===== config.mk =====
export PLATFORM = sky130hd
export DESIGN_NAME = arq_rx_credit_buffer_flat
export DESIGN_NICKNAME = d
export VERILOG_FILES = /design/src/rtl/arq_pkg.sv /design/src/rtl/arq_rx_credit_buffer_if.sv /design/src/rtl/arq_rx_credit_buffer_credit_return_accumulator.sv /design/src/rtl/arq_rx_credit_buffer.sv /design/src/flat_wrapper.sv
export SDC_FILE = /design/constraint.sdc
export NUM_CORES = 1
export LEC_CHECK = 0
export CORE_UTILIZATION = 56
export CTS_BUF_LIST = sky130_fd_sc_hd__clkbuf_4 sky130_fd_sc_hd__clkbuf_8
export DETAILED_ROUTE_END_ITERATION = 7
export PLACE_DENSITY_LB_ADDON = 0.25
export SLEW_MARGIN = 20
export SYNTH_ARGS = -nofsm -noshare
export SYNTH_HDL_FRONTEND = slang
export SYNTH_HIERARCHICAL = 1
export SYNTH_SLANG_ARGS = --single-unit

===== constraint.sdc =====
create_clock -name clk -period 3.25 [get_ports clk]
set_input_delay 0.8125 -clock clk [delete_from_list [all_inputs] [get_ports clk]]
set_output_delay 0.8125 -clock clk [all_outputs]
set_load 0.02 [all_outputs]

===== src/rtl/arq_pkg.sv =====
// Shared ARQ receive-path types: credit counter type and credit-return FSM state.
package arq_pkg;

  localparam int unsigned ARQ_DEPTH    = 8;
  localparam int unsigned ARQ_CREDIT_W = $clog2(ARQ_DEPTH + 1);

  typedef logic [ARQ_CREDIT_W-1:0] credit_t;

  typedef enum logic {
    CR_INIT = 1'b0,
    CR_RUN  = 1'b1
  } credit_state_e;

endpackage


===== src/rtl/arq_rx_credit_buffer_if.sv =====
// Payload-in, payload-out and credit-return streams of the receive credit buffer.
// Every stream uses valid/ready: a transfer happens on a rising clk edge where both
// are high; the producer holds its payload stable while valid is high and ready low.
interface arq_rx_credit_buffer_if #(
  parameter int unsigned DATA_W   = 32,
  parameter int unsigned CREDIT_W = 4
);
  logic                in_valid;
  logic [DATA_W-1:0]   in_payload;
  logic                in_ready;
  logic                out_valid;
  logic [DATA_W-1:0]   out_payload;
  logic                out_ready;
  logic                credit_valid;
  logic [CREDIT_W-1:0] credit_count;
  logic                credit_ready;

  modport master (
    output in_valid, in_payload, out_ready, credit_ready,
    input  in_ready, out_valid, out_payload, credit_valid, credit_count
  );

  modport slave (
    input  in_valid, in_payload, out_ready, credit_ready,
    output in_ready, out_valid, out_payload, credit_valid, credit_count
  );
endinterface


===== src/rtl/arq_rx_credit_buffer_credit_return_accumulator.sv =====
// INIT/RUN credit-return FSM: advertises DEPTH credits once after reset, then
// returns one credit per drained entry, batching while the credit sink stalls.
import arq_pkg::*;

module credit_return_accumulator #(
  parameter int unsigned DEPTH    = 8,
  parameter int unsigned CREDIT_W = $clog2(DEPTH + 1)
) (
  input  logic                clk,
  input  logic                rst_n,
  input  logic                pop_i,
  input  logic                credit_ready_i,
  output logic                credit_valid_o,
  output logic [CREDIT_W-1:0] credit_count_o,
  output credit_state_e       state_o
);

  credit_state_e       state_q, state_d;
  logic [CREDIT_W-1:0] pending_q, pending_d;
  logic                handshake;

  always_ff @(posedge clk or negedge rst_n) begin
    if (!rst_n) begin
      state_q   <= CR_INIT;
      pending_q <= '0;
    end else begin
      state_q   <= state_d;
      pending_q <= pending_d;
    end
  end

  // Pops during INIT keep accumulating; only a RUN handshake hands pending over.
  always_comb begin
    handshake = credit_valid_o && credit_ready_i;
    state_d   = state_q;
    pending_d = pending_q + CREDIT_W'(pop_i);
    case (state_q)
      CR_INIT: if (handshake) state_d = CR_RUN;
      CR_RUN:  if (handshake) pending_d = CREDIT_W'(pop_i);
      default: state_d = CR_INIT;
    endcase
  end

  // Outputs are forced low while reset is held so INIT is seen only after release.
  always_comb begin
    credit_valid_o = 1'b0;
    credit_count_o = '0;
    if (rst_n) begin
      case (state_q)
        CR_INIT: begin
          credit_valid_o = 1'b1;
          credit_count_o = CREDIT_W'(DEPTH);
        end
        CR_RUN: begin
          credit_valid_o = (pending_q != '0);
          credit_count_o = pending_q;
        end
        default: ;
      endcase
    end
  end

  assign state_o = state_q;

endmodule


===== src/rtl/arq_rx_credit_buffer.sv =====
// Receive elastic buffer: always accepts payloads, queues them in a ring FIFO and
// returns one credit per drained entry. ARQ_RX_CREDIT_BUFFER_BYPASS_EN enables empty-FIFO bypass.
import arq_pkg::*;

module arq_rx_credit_buffer #(
  parameter  int unsigned DEPTH    = 8,
  parameter  int unsigned DATA_W   = 32,
  localparam int unsigned CREDIT_W = $clog2(DEPTH + 1),
  localparam int unsigned AW       = $clog2(DEPTH)
) (
  input  logic                  clk,
  input  logic                  rst_n,
  arq_rx_credit_buffer_if.slave bus,
  output logic [CREDIT_W-1:0]   level,
  output logic                  overflow,
  output credit_state_e         dbg_credit_state_o
);

  logic [DATA_W-1:0]   mem_q [DEPTH];
  logic [AW-1:0]       wr_ptr_q, rd_ptr_q;
  logic [CREDIT_W-1:0] level_q, level_d;
  logic                overflow_q;
  logic                full, not_empty, pop, fifo_pop, wr_en;

  assign full      = (level_q == CREDIT_W'(DEPTH));
  assign not_empty = (level_q != '0);

`ifdef ARQ_RX_CREDIT_BUFFER_BYPASS_EN
  logic bypass;
  assign bypass          = !not_empty && bus.in_valid;
  assign bus.out_valid   = not_empty || bypass;
  assign bus.out_payload = not_empty ? mem_q[rd_ptr_q] :
                           (bypass ? bus.in_payload : '0);
  // A bypassed beat that is consumed immediately never touches storage.
  assign wr_en           = bus.in_valid && !(full && !pop) && !(bypass && bus.out_ready);
`else
  assign bus.out_valid   = not_empty;
  assign bus.out_payload = not_empty ? mem_q[rd_ptr_q] : '0;
  assign wr_en           = bus.in_valid && !(full && !pop);
`endif

  assign bus.in_ready = rst_n;
  assign pop          = bus.out_valid && bus.out_ready;
  assign fifo_pop     = pop && not_empty;

  always_comb begin
    level_d = level_q;
    if (wr_en && !fifo_pop)      level_d = level_q + CREDIT_W'(1);
    else if (!wr_en && fifo_pop) level_d = level_q - CREDIT_W'(1);
  end

  always_ff @(posedge clk or negedge rst_n) begin
    if (!rst_n) begin
      for (int i = 0; i < DEPTH; i++) mem_q[i] <= '0;
    end else if (wr_en) begin
      mem_q[wr_ptr_q] <= bus.in_payload;
    end
  end

  always_ff @(posedge clk or negedge rst_n) begin
    if (!rst_n) begin
      wr_ptr_q   <= '0;
      rd_ptr_q   <= '0;
      level_q    <= '0;
      overflow_q <= 1'b0;
    end else begin
      if (wr_en)    wr_ptr_q <= wr_ptr_q + AW'(1);
      if (fifo_pop) rd_ptr_q <= rd_ptr_q + AW'(1);
      level_q <= level_d;
      if (bus.in_valid && full && !pop) overflow_q <= 1'b1;
    end
  end

  assign level    = level_q;
  assign overflow = overflow_q;

  credit_return_accumulator #(
    .DEPTH    (DEPTH),
    .CREDIT_W (CREDIT_W)
  ) u_credit (
    .clk            (clk),
    .rst_n          (rst_n),
    .pop_i          (pop),
    .credit_ready_i (bus.credit_ready),
    .credit_valid_o (bus.credit_valid),
    .credit_count_o (bus.credit_count),
    .state_o        (dbg_credit_state_o)
  );

endmodule

===== src/flat_wrapper.sv =====
// flat-port wrapper written by rule: the top's interface ports become plain ports
module arq_rx_credit_buffer_flat 
#(
  parameter  int unsigned DEPTH    = 8,
  parameter  int unsigned DATA_W   = 32,
  localparam int unsigned CREDIT_W = $clog2(DEPTH + 1),
  localparam int unsigned AW       = $clog2(DEPTH)
)
  (clk, rst_n, level, overflow, dbg_credit_state_o, bus_in_valid, bus_in_payload, bus_out_ready, bus_credit_ready, bus_in_ready, bus_out_valid, bus_out_payload, bus_credit_valid, bus_credit_count);
  arq_rx_credit_buffer_if #(.DATA_W(DATA_W)) bus_i ();
  input  logic clk;
  input  logic rst_n;
  output logic [CREDIT_W-1:0] level;
  output logic overflow;
  output credit_state_e dbg_credit_state_o;
  input wire logic [$bits(bus_i.in_valid)-1:0] bus_in_valid;
  input wire logic [$bits(bus_i.in_payload)-1:0] bus_in_payload;
  input wire logic [$bits(bus_i.out_ready)-1:0] bus_out_ready;
  input wire logic [$bits(bus_i.credit_ready)-1:0] bus_credit_ready;
  output wire logic [$bits(bus_i.in_ready)-1:0] bus_in_ready;
  output wire logic [$bits(bus_i.out_valid)-1:0] bus_out_valid;
  output wire logic [$bits(bus_i.out_payload)-1:0] bus_out_payload;
  output wire logic [$bits(bus_i.credit_valid)-1:0] bus_credit_valid;
  output wire logic [$bits(bus_i.credit_count)-1:0] bus_credit_count;
  assign bus_i.in_valid = bus_in_valid;
  assign bus_i.in_payload = bus_in_payload;
  assign bus_i.out_ready = bus_out_ready;
  assign bus_i.credit_ready = bus_credit_ready;
  assign bus_in_ready = bus_i.in_ready;
  assign bus_out_valid = bus_i.out_valid;
  assign bus_out_payload = bus_i.out_payload;
  assign bus_credit_valid = bus_i.credit_valid;
  assign bus_credit_count = bus_i.credit_count;
  arq_rx_credit_buffer #(.DEPTH(DEPTH), .DATA_W(DATA_W)) u_core (.clk(clk), .rst_n(rst_n), .bus(bus_i), .level(level), .overflow(overflow), .dbg_credit_state_o(dbg_credit_state_o));
endmodule

Word level (Yosys, flattened, before mapping):

Cells that the tools add are included.
Widths: inputs -> output; s select.

* $add $sub $neg: 5
* $lt $le $gt $ge: 3
* eq/ne operators: 1
* mux-type cells: 17
* bitwise operators: 3
* reductions and logical operators: 17

Operator list (count)
* $bwmux 256: 1
* $mux 32: 4
* $bmux 32 s3: 1
* $demux 32 s3: 1
* $mux 4: 5
* $logic_and 1x1->1: 10
* $ge 4x4->1 const B: 2
* $not 3->4: 2
* $pmux 4 s2: 1
* $reduce_bool 4->1: 2
* $add 3x1->3 const B: 2
* $add 4x1->4: 1
* $add 4x1->4 const B: 1
* $eq 4x4->1 const B: 1
* $logic_not 1->1: 4
* $lt 4x1->1 const B: 1
* $sub 4x1->4 const B: 1
* $mux 1: 3
* $pmux 1 s2: 1
* $reduce_bool 2->1: 1
* $not 1->1: 1

* register bits after elaboration: 272
* input bits: 37
* output and inout bits: 45
* logic and storage cells: 60

Longest topological paths before layout:

Gate-level depths: netlist of run 1.

* depth in word-level cells: 10
* depth in mapped cells: 10

Modules after synthesis:

Netlist of run 1, hierarchy kept.

Modules (own cells, without submodules)
* arq_rx_credit_buffer: times used 1, cells each 733, area an instance 12141.6 µm²
* credit_return_accumulator: times used 1, cells each 24, area an instance 277.8 µm²

Worst setup path after synthesis of run 1:

Ideal clock, no wire load.

* path type: input-to-reg
* start: in bus_out_ready
* end: reg u_core.level_q[3] (netlist: u_core/level[3])
* arrival time: 2832 ps
* data required time: 3119 ps
* setup slack: 287 ps
* stages: 9
* path through: nand2b_1 -> o21ai_0 -> inv_1 -> ha_1 -> inv_1 -> ha_1 -> or4_1 -> o211ai_1 -> o211ai_1

* longest elaborated chain between the ends: 8
* elaborated cells on any way between the ends: 12

Ends and longest elaborated chain
* from (decl): RTL line flat_wrapper.sv:18 `input wire logic [$bits(bus_i.out_ready)-1:0] bus_out_ready;`
* $logic_and 1x1->1 (*): RTL line arq_rx_credit_buffer.sv:43 `assign pop = bus.out_valid && bus.out_ready;`
* $logic_not 1->1 (*): RTL line arq_rx_credit_buffer.sv:39 `assign wr_en = bus.in_valid && !(full && !pop);`
* $logic_and 1x1->1 (*): RTL line arq_rx_credit_buffer.sv:39
* $logic_not 1->1 (*): RTL line arq_rx_credit_buffer.sv:39
* $logic_and 1x1->1 (*): RTL line arq_rx_credit_buffer.sv:39
* net u_core.wr_en: RTL line arq_rx_credit_buffer.sv:23 `logic full, not_empty, pop, fifo_pop, wr_en;`
* $logic_not 1->1: RTL line arq_rx_credit_buffer.sv:49 `else if (!wr_en && fifo_pop) level_d = level_q - CREDIT_W'(1);`
* $logic_and 1x1->1: RTL line arq_rx_credit_buffer.sv:49
* $reduce_bool 2->1 (no line)
* to (signal assigned): RTL line arq_rx_credit_buffer.sv:69 `level_q <= level_d;`
* to (decl): RTL line arq_rx_credit_buffer.sv:21 `logic [CREDIT_W-1:0] level_q, level_d;`

Mark *: on every way through the listed nets, which the timed path passes. The rest lies on a longest branch.
A chain may end at the register's enable or synchronous reset.

Final worst setup path of run 1:

* start: reg u_core.level_q[0] (netlist: u_core/level[0])
* end: out bus_out_payload[26]

* longest elaborated chain between the ends: 2

Ends and longest elaborated chain
* $reduce_bool 4->1: RTL line arq_rx_credit_buffer.sv:26 `assign not_empty = (level_q != '0);`
* $mux 32: RTL line arq_rx_credit_buffer.sv:38 `assign bus.out_payload = not_empty ? mem_q[rd_ptr_q] : '0;`
* to (decl): RTL line flat_wrapper.sv:22 `output wire logic [$bits(bus_i.out_payload)-1:0] bus_out_payload;`

No other way between the ends.

==> flow_summary.ini, run 1 <==
[outcome]
run_status = finished clean

[global_route]
antenna_found_initial = 0
grt_first_pass_wirelength_microns = 45930
grt_overflow = 0
grt_pass1_vias = 8074
grt_max_degree = 85
grt_usage_pct = 27.47

[critical_path]
crit_fanout = 4
worstPathRequired_ps = 2440
endpoint_kind = output pin
worstSetupStartpointType = flop
r2r_setup_slack_ps = 370
crit_arrival_ps = 2420
critPathKind = flop to output pin

[clocking]
cts.reportedPaths.clkPinSlew_ps = 60
htreeDepth = 2
cts_root_buffer = clkbuf_8
clk-insertion-delay-late_ps = 550
cts_buffer_depth = 3
cts.sinks = 272
numCtsBuffers = 45
cts_tree = built

[synthesis]
ys_types = 44
yosys.area.top_type = dfrtp_1
syn-num-nets = 802
syn_avg_cell_area_sq_um = 16.41
yosys-top-cells-area = dfrtp_1 55%, mux2_2 23%, mux4_2 12%, a22o_1 2.3%, buf_6 1.1%
async_flop_share_pct = 100.0
netlist_instances = 757
yosysTopAreaCellShare_pct = 54.81
synth_edf_count = 0
yosysWarningCount = 6
ys_seq_area_share_pct = 54.81
ys_ff_latch = 272
ys.flop_type = dfrtp_1
netlist_area_sq_um = 12420

[route]
num_vias = 7241
vias_per_cell = 6.039
wire_per_inst_microns = 24.49
drcViolationCount = 0
drtPass1Iterations = 4
antenna_left = 0
wl_microns = 29360
drt-initial-drc-count = 351

[final_layout]
nets = 928
final_util_pct = 68.04
drive_gt1_share_pct = 54.41
syn2layout_area_growth_pct = 19.19
fin_cells = 1199
num_antenna_cells = 0

[placed_design]
hpwlAfterDp_microns = 16270
dp_cells = 1097
portBuffers = 81
gp_congestion = 0.7569

[power_and_ir_drop]
leakagePower_nw = 6.327
ir_drop_v = 0.0005855
powerDensity_nw_per_um2 = 1160

[sta]
rsz0062_at_grt = yes
slew-limit-headroom_pct = 41.31
whs_ps = 66.98
period_share_pct = 99.59
fmax_mhz = 308.9
slew_violations = 0
worst_pin_slew_ps = 878.6
fin_worst_skew_ps = 14.27
setup_viol = 0
fin_crit_ps = 3237
hold_viol = 0

[run]
max-cap-violations = 0

[worst_hold_path]
hold_class = input port to async pin

[floorplanning]
core_area_sq_um = 21760
row_count = 54
die_x_microns = 150.9
ioPinCount = 82
dieArea_sq_um = 22780
start_util_pct = 57.09
die_h_microns = 150.9
synth_stat cells, types with 3 or more instances:
| master | instances |
|---|---|
| a21oi_1 | 6 |
| a22o_1 | 32 |
| buf_1 | 3 |
| buf_2 | 23 |
| buf_4 | 9 |
| buf_6 | 12 |
| clkbuf_1 | 6 |
| dfrtp_1 | 272 |
| ha_1 | 7 |
| inv_1 | 4 |
| mux2_1 | 9 |
| mux2_2 | 250 |
| mux4_2 | 64 |
| nand2_1 | 3 |
| nand3_1 | 5 |
| nand4b_1 | 3 |
| nor2_1 | 3 |
| o211ai_1 | 3 |
| xnor2_1 | 8 |
stage by stage:
stage / power (W) / worst slack [ps] / setup TNS (ps) / cell area (sq um)
3_3_place_gp: 0.01330 / 128.4 / 0 / 13630
2_1_floorplan: 0.01124 / 287.2 / 0 / 12420
5_1_grt: 0.01810 / -40.95 / -182.8 / 14800
6_report: 0.01717 / 13.17 / 0 / 14800
3_5_place_dp: 0.01376 / -18.19 / -33.15 / 13630
4_1_cts: 0.01720 / -41.44 / -121.9 / 14750
cell type report:
class | instances | area (sq um)
Clock buffer | 74 | 912.1
Clock inverter | 9 | 80.08
Fill cell | 1492 | 6953
Inverter | 4 | 15.01
Multi-Input combinational cell | 435 | 5396
Sequential cell | 272 | 6813
Tap cell | 280 | 350.3
Timing Repair Buffer | 125 | 1236
report_power, final:
part	switching (W)	leakage, nW	internal, W
sequential	0.000983	3.26	0.00512
clock	0.00133	0.531	0.00186
combinational	0.00352	2.54	0.00436
total	0.00584	6.33	0.0113
critical path: stages, from the launching register on:
cell	delay, ps
dfrtp_1	420
or4_4	610
buf_6	150
and2_4	180
buf_12	130
a22o_1	240
buf_6	130
layout by cell type, fill, tap and decap left out, drive strengths merged, types with 2 or more instances in the layout:
cell / Yosys / routed
a21oi: 6 / 6
a22o: 32 / 32
and2: 3 / 6
and3: 3 / 3
buf: 47 / 67
clkbuf: 6 / 76
clkdlybuf4s15: 0 / 7
clkdlybuf4s50: 0 / 48
clkinv: 0 / 5
dfrtp: 272 / 272
ha: 7 / 7
inv: 4 / 6
mux2: 260 / 260
mux4: 64 / 64
nand2: 3 / 3
nand2b: 2 / 2
nand3: 5 / 5
nand4b: 3 / 3
nor2: 3 / 3
nor2b: 2 / 5
nor3: 2 / 2
o2111ai: 2 / 2
o211ai: 3 / 3
o21ai: 4 / 4
or3: 2 / 2
or4: 2 / 3
xnor2: 8 / 8
path summary, 6_finish.rpt:
path                            cells after the start                           endpoint                   startpoint
worst max-delay path                                6                bus_out_payload[26]  u_core/level[0]$_DFFE_PN0P_
worst min-delay path                                1  u_core/u_credit/state_o$_DFF_PN0_                        rst_n
worst max register to register                     11        u_core/level[3]$_DFFE_PN0P_  u_core/level[0]$_DFFE_PN0P_
worst min register to register                      1        u_core/overflow$_DFFE_PN0P_  u_core/overflow$_DFFE_PN0P_
max in group asynchronous                           3     u_core/rd_ptr_q[0]$_DFFE_PN0P_                        rst_n
min in group clk                                    1        u_core/overflow$_DFFE_PN0P_  u_core/overflow$_DFFE_PN0P_
flip-flops by register name, summed over array words and instances (netlist names):
| signal | count |
|---|---|
| u_core/mem_q | 256 |
| u_core/level | 4 |
| u_core/u_credit/pending_q | 4 |
| u_core/rd_ptr_q | 3 |
| u_core/wr_ptr_q | 3 |
| u_core/overflow | 1 |
| u_core/u_credit/state_o | 1 |
repair_timing:
item | CTS | global route
endpoints found under the setup margin | 32 | 16
setup buffers | 8 | 3
cloned | 8 | 0
resized for setup | 129 | 10
hold buffers | 0 | 0
pin swaps | 10 | 7
logic make-up (layout without fill, tap and decap cells):
logic type	Yosys count	count (layout)	share of synthesized area, %
muxes	325	325	35.29
adders and majority gates	8	8	0.8664
DFF	272	272	54.81
AOI/OAI and AO/OA	51	51	3.637
buffers and inverters	57	212	2.952
and+or+nand+nor	36	43	1.884
xor gates and xnor gates	8	8	0.5642
metal layers:
layer / track usage (%) / share of wire, % / wire [microns] / up-vias
met5: 0 / 0 / 0 / -
met4: 9.350 / 2.4 / 706 / 0
met3: 6.416 / 5.2 / 1532 / 46
met2: 46.81 / 52 / 15130 / 180
met1: 34.53 / 41 / 12000 / 3883
li1: - / - / - / 3132
Note: power is estimated with default switching activity, not from simulation.
==> inputs of run 2 (changes only) <==
CTS_BUF_LIST = sky130_fd_sc_hd__clkbuf_16   (was sky130_fd_sc_hd__clkbuf_4 sky130_fd_sc_hd__clkbuf_8)
==> run 2 against run 1 <==
Net effect: die area unchanged; sequential power about the same; via count down 2.5%; non-clock buffer count down 2; cell count down 3.2%; clock-buffer cell count down 45; largest cell class unchanged; combinational power down 4.1%.
==> flow_summary.ini, run 2 (synthesis results as in run 1) <==
[critical_path]
r2r_end = u_core/level[3]$_DFFE_PN0P_
worst_path_max_delay_cell = or4_4
crit_fanout = 16
crit_arrival_ps = 2360
path_cells = or4_4 -> buf_4 -> nor2b_4 -> buf_12 -> a22o_1 -> buf_2
reg2reg_from = u_core/level[2]$_DFFE_PN0P_
worstPathRequired_ps = 2440
crit_buf_inv = 3
endpoint_kind = output pin
crit_family = simple AND/OR/NAND/NOR gates
critPathKind = flop to output pin
r2r_cells = 10
worstSetupStartpointType = flop
r2r_setup_slack_ps = 490
cp_slowest_stage_delay_ps = 570

[sta]
fin_setup_tns_ps = 0
worst_pin_slew_ps = 874.6
setup_viol = 0
period_share_pct = 97.76
slew_violations = 0
rsz0062_at_grt = no
fin_worst_skew_ps = 15.63
fin_crit_ps = 3177
fmax_mhz = 314.7
hold_viol = 0
slew-limit-headroom_pct = 41.57
worst_slack_ps = 72.74

[global_route]
grt_first_pass_wirelength_microns = 44260
grt_max_degree = 85
grt_usage_pct = 26.14
grt_pass1_vias = 7865
grt_overflow = 0
antenna_found_initial = 1

[clocking]
cts_buffer_depth = 3
numCtsBuffers = 28
cts_tree = built
clk-insertion-delay-late_ps = 530
cts_root_buffer = clkbuf_16
cts.reportedPaths.clkPinSlew_ps = 60
htreeDepth = 1
cts.sinks = 272

[final_layout]
top_register = u_core/mem_q
final_cell_mix = 269 x dfrtp_1, 250 x mux2_2, 64 x mux4_2
largest_register_ffs = 256
drive_gt1_share_pct = 50.85
nets = 906
num_antenna_cells = 0
syn2layout_area_growth_pct = 16.98
final_area_sq_um = 14530
layout_commonest_cell = dfrtp_1

[outcome]
run_status = finished clean

[worst_hold_path]
hold_class = input port to async pin

[route]
wl_microns = 28080
drcViolationCount = 0
vias_per_cell = 6.078
antenna_left = 0
wire_per_inst_microns = 24.19
drtPass1Iterations = 4
drt-initial-drc-count = 257
num_vias = 7057

[floorplanning]
row_count = 54
core_area_sq_um = 21760
ioPinCount = 82
dieArea_sq_um = 22780
start_util_pct = 57.09
die_x_microns = 150.9
die_h_microns = 150.9

[placed_design]
portBuffers = 81
gp_congestion = 0.7569
place_ws_ps = -18.19
hpwlAfterDp_microns = 16270
place_area_sq_um = 13630

[run]
max-cap-violations = 0

[power_and_ir_drop]
ir_drop_v = 0.0006951
powerDensity_nw_per_um2 = 1145
power_w = 0.01663
leakagePower_nw = 6.168
==> run 2: metrics by stage <==
step                      hold WS, ps  instances  util (%)
after floorplan                 458.7        757         -
after global placement          467.7       1097     62.67
after detailed placement        466.5       1097     62.67
after CTS                       62.37       1160     67.35
after global routing            67.56       1161     66.78
final                           81.57       1161     66.78
==> run 2: worst max path at each step <==
stage | from | depth (start not counted) | endpoint | slack, ps
final | u_core/level[0]$_DFFE_PN0P_ | 6 | bus_out_payload[15] | 70
after global routing | u_core/level[0]$_DFFE_PN0P_ | 6 | bus_out_payload[30] | 7
after CTS | u_core/level[0]$_DFFE_PN0P_ | 6 | bus_out_payload[2] | 0.01
after detailed placement | u_core/level[3]$_DFFE_PN0P_ | 4 | bus_out_payload[8] | -20
after global placement | bus_out_ready | 10 | u_core/level[3]$_DFFE_PN0P_ | 130
after floorplan | bus_out_ready | 9 | u_core/level[3]$_DFFE_PN0P_ | 290
==> run 2: cell type report <==
type,count,area (sq um)
clock buffer,29,725.7
clock inverter,21,142.6
fill,1483,7228
inverter,4,15.01
multi-input combinational,432,5358
sequential,272,6813
tap,280,350.3
timing repair buffer,123,1124
==> run 2: power breakdown <==
group / leakage, nW / switching [W] / total, W / internal, W
sequential: 3.26 / 0.000953 / 0.00607 / 0.00511
combinational: 2.48 / 0.00343 / 0.00756 / 0.00413
clock: 0.427 / 0.00125 / 0.00300 / 0.00176
total: 6.17 / 0.00563 / 0.0166 / 0.0110
==> run 2: layer usage <==
| layer | GRT usage, % | part of all wire, % | up-vias |
|---|---|---|---|
| met1 | 33.60 | 42 | 3763 |
| li1 | - | - | 3086 |
| met2 | 45.28 | 51 | 160 |
| met5 | 0 | 0 | - |
| met3 | 4.699 | 4.8 | 48 |
| met4 | 7.850 | 2.6 | 0 |
==> run 2: worst register-to-register path, cell delays in order (launching register included) <==
cell	delay, ps
dfrtp_2	400
buf_4	150
or3_1	400
o21ai_0	250
inv_1	80
ha_1	200
inv_1	130
ha_1	260
or4_1	520
o211ai_1	130
o211ai_1	110
==> run 2: what timing repair did <==
action	in CTS	in global routing
setup endpoints to repair	32	27
hold buffers	0	0
buffers inserted	9	0
gates cloned	4	1
pin swaps	1	0
gates resized for setup	105	30
==> inputs of run 3 (changes only) <==
TNS_END_PERCENT = 30   (was default)
==> run 3 against run 2 <==
Net effect: sequential share of layout area barely moved; register-to-register slack worse by 30 ps; cell count unchanged; hold slack got worse by 0.82 ps; sequential power is essentially flat; core utilization increased by 0.057 points; critical path depth is the same; via count increased by 0.31%; clock skew is 1.5 ps lower; highest routed layer unchanged.
==> flow_summary.ini, run 3 (synthesis results as in run 1) <==
[run]
max-cap-violations = 0

[critical_path]
crit_arrival_ps = 2430
crit_buf_inv = 3
crit_fanout = 16
crit_family = simple AND/OR/NAND/NOR gates
worstSetupStartpointType = flop
worst_path_max_delay_cell = or4_4
endpoint_kind = output pin
critPathKind = flop to output pin
path_cells = or4_4 -> buf_4 -> nor2b_4 -> buf_12 -> a22o_1 -> clkdlybuf4s15_2
cp_slowest_stage_delay_ps = 570
worstPathRequired_ps = 2440

[final_layout]
top_register = u_core/mem_q
fin_cells = 1161
num_antenna_cells = 0
nFillCells = 1480
final_cell_mix = 269 x dfrtp_1, 250 x mux2_2, 64 x mux4_2
largest_register_ffs = 256
final_util_pct = 66.83
syn2layout_area_growth_pct = 17.08
nets = 906
drive_gt1_share_pct = 50.85
final_area_sq_um = 14540
layout_commonest_cell = dfrtp_1

[sta]
setup_viol = 0
fin_crit_ps = 3246
hold_viol = 0
period_share_pct = 99.86
fin_setup_tns_ps = 0
fin_worst_skew_ps = 14.14
rsz0062_at_grt = yes
slew-limit-headroom_pct = 41.63
fmax_mhz = 308.1
whs_ps = 80.75
worst_pin_slew_ps = 873.8
slew_violations = 0

[route]
drtPass1Iterations = 5
wl_microns = 28220
drcViolationCount = 0
vias_per_cell = 6.097
num_vias = 7079
wire_per_inst_microns = 24.30
drt-initial-drc-count = 269
antenna_left = 0

[global_route]
grt_max_degree = 85
grt_first_pass_wirelength_microns = 44260
grt_overflow = 0
grt_usage_pct = 26.14
antenna_found_initial = 1
grt_pass1_vias = 7865

[floorplanning]
die_h_microns = 150.9
die_x_microns = 150.9
core_area_sq_um = 21760
ioPinCount = 82
dieArea_sq_um = 22780
start_util_pct = 57.09
row_count = 54

[placed_design]
dp_cells = 1097
hpwlAfterDp_microns = 16270
portBuffers = 81
gp_congestion = 0.7569
place_area_sq_um = 13630

[clocking]
cts_tree = built
numCtsBuffers = 28
cts_root_buffer = clkbuf_16
cts.reportedPaths.clkPinSlew_ps = 60
htreeDepth = 1
holdBufCountCts = 0
cts.sinks = 272
cts_buffer_depth = 3
clk-insertion-delay-late_ps = 540

[power_and_ir_drop]
ir_drop_v = 0.0007272
p_sw_w = 0.005642
p_int_w = 0.01102
leakagePower_nw = 6.168
switching_share_pct = 33.87
pwr-share-seq_pct = 36.4
power_frac_clock_pct = 18.0
powerDensity_nw_per_um2 = 1146
combPwrFrac_pct = 45.5

[outcome]
run_status = finished clean

[worst_hold_path]
hold_class = input port to async pin
==> run 3: path summary, 6_finish.rpt <==
path                                             startpoint                                endpoint  slack (ps)  depth (start not counted)
worst max-delay path            u_core/level[0]$_DFFE_PN0P_                     bus_out_payload[23]           4                          6
worst min-delay path                                  rst_n  u_core/u_credit/pending_q[3]$_DFF_PN0_          80                          1
worst max register to register  u_core/level[2]$_DFFE_PN0P_             u_core/level[3]$_DFFE_PN0P_         460                         10
worst min register to register  u_core/overflow$_DFFE_PN0P_             u_core/overflow$_DFFE_PN0P_         480                          1
max in group asynchronous                             rst_n          u_core/rd_ptr_q[0]$_DFFE_PN0P_        1340                          3
min in group clk                u_core/overflow$_DFFE_PN0P_             u_core/overflow$_DFFE_PN0P_         480                          1
==> run 3: layout make-up <==
class | count | area (sq um) | share of cell area [%]
flip-flops and latches | 272 | 6813 | 46.85
multi-input cells | 432 | 5358 | 36.85
repair buffers | 123 | 1136 | 7.813
clock buffers | 29 | 725.7 | 4.991
well taps | 280 | 350.3 | 2.409
clock inverters | 21 | 142.6 | 0.9810
inverters | 4 | 15.01 | 0.1033
==> run 3: what timing repair did <==
| item | 4_1_cts | 5_1_grt |
|---|---|---|
| gates cloned | 4 | 1 |
| endpoints found under the setup margin | 32 | 27 |
| resized for setup | 105 | 28 |
| pin swaps | 1 | 0 |
| buffers inserted | 9 | 0 |
==> run 3: worst reg2reg max path: stages, from the launching register on <==
cell      delay, ps
dfrtp_2         400
buf_4           150
or3_1           400
o21ai_0         250
inv_1            80
ha_1            200
inv_1           130
ha_1            270
or4_1           520
o211ai_1        130
o211ai_1        120
==> run 3: power by group through the flow <==
stage               sequential (W)  clock, W  combinational, W
finish                     0.00607   0.00301           0.00758
floorplan                  0.00576         0           0.00548
detailed placement         0.00609         0           0.00767
global route               0.00629   0.00320           0.00806
CTS                        0.00606   0.00307           0.00783
global placement           0.00588         0           0.00743
==> run 3: metrics by stage <==
step	total power, W	setup slack, ps
global route	0.01755	-50.34
finish	0.01666	4.458
detailed placement	0.01376	-18.19
global placement	0.01330	128.4
floorplan	0.01124	287.2
CTS	0.01696	0.01421
==> run 3: routing by layer <==
layer / track usage [%] / vias up / share of wire [%]
met5: 0 / - / 0
met4: 7.850 / 0 / 2.6
met3: 4.699 / 49 / 4.7
met2: 45.28 / 175 / 51
met1: 33.60 / 3774 / 42
li1: - / 3081 / -
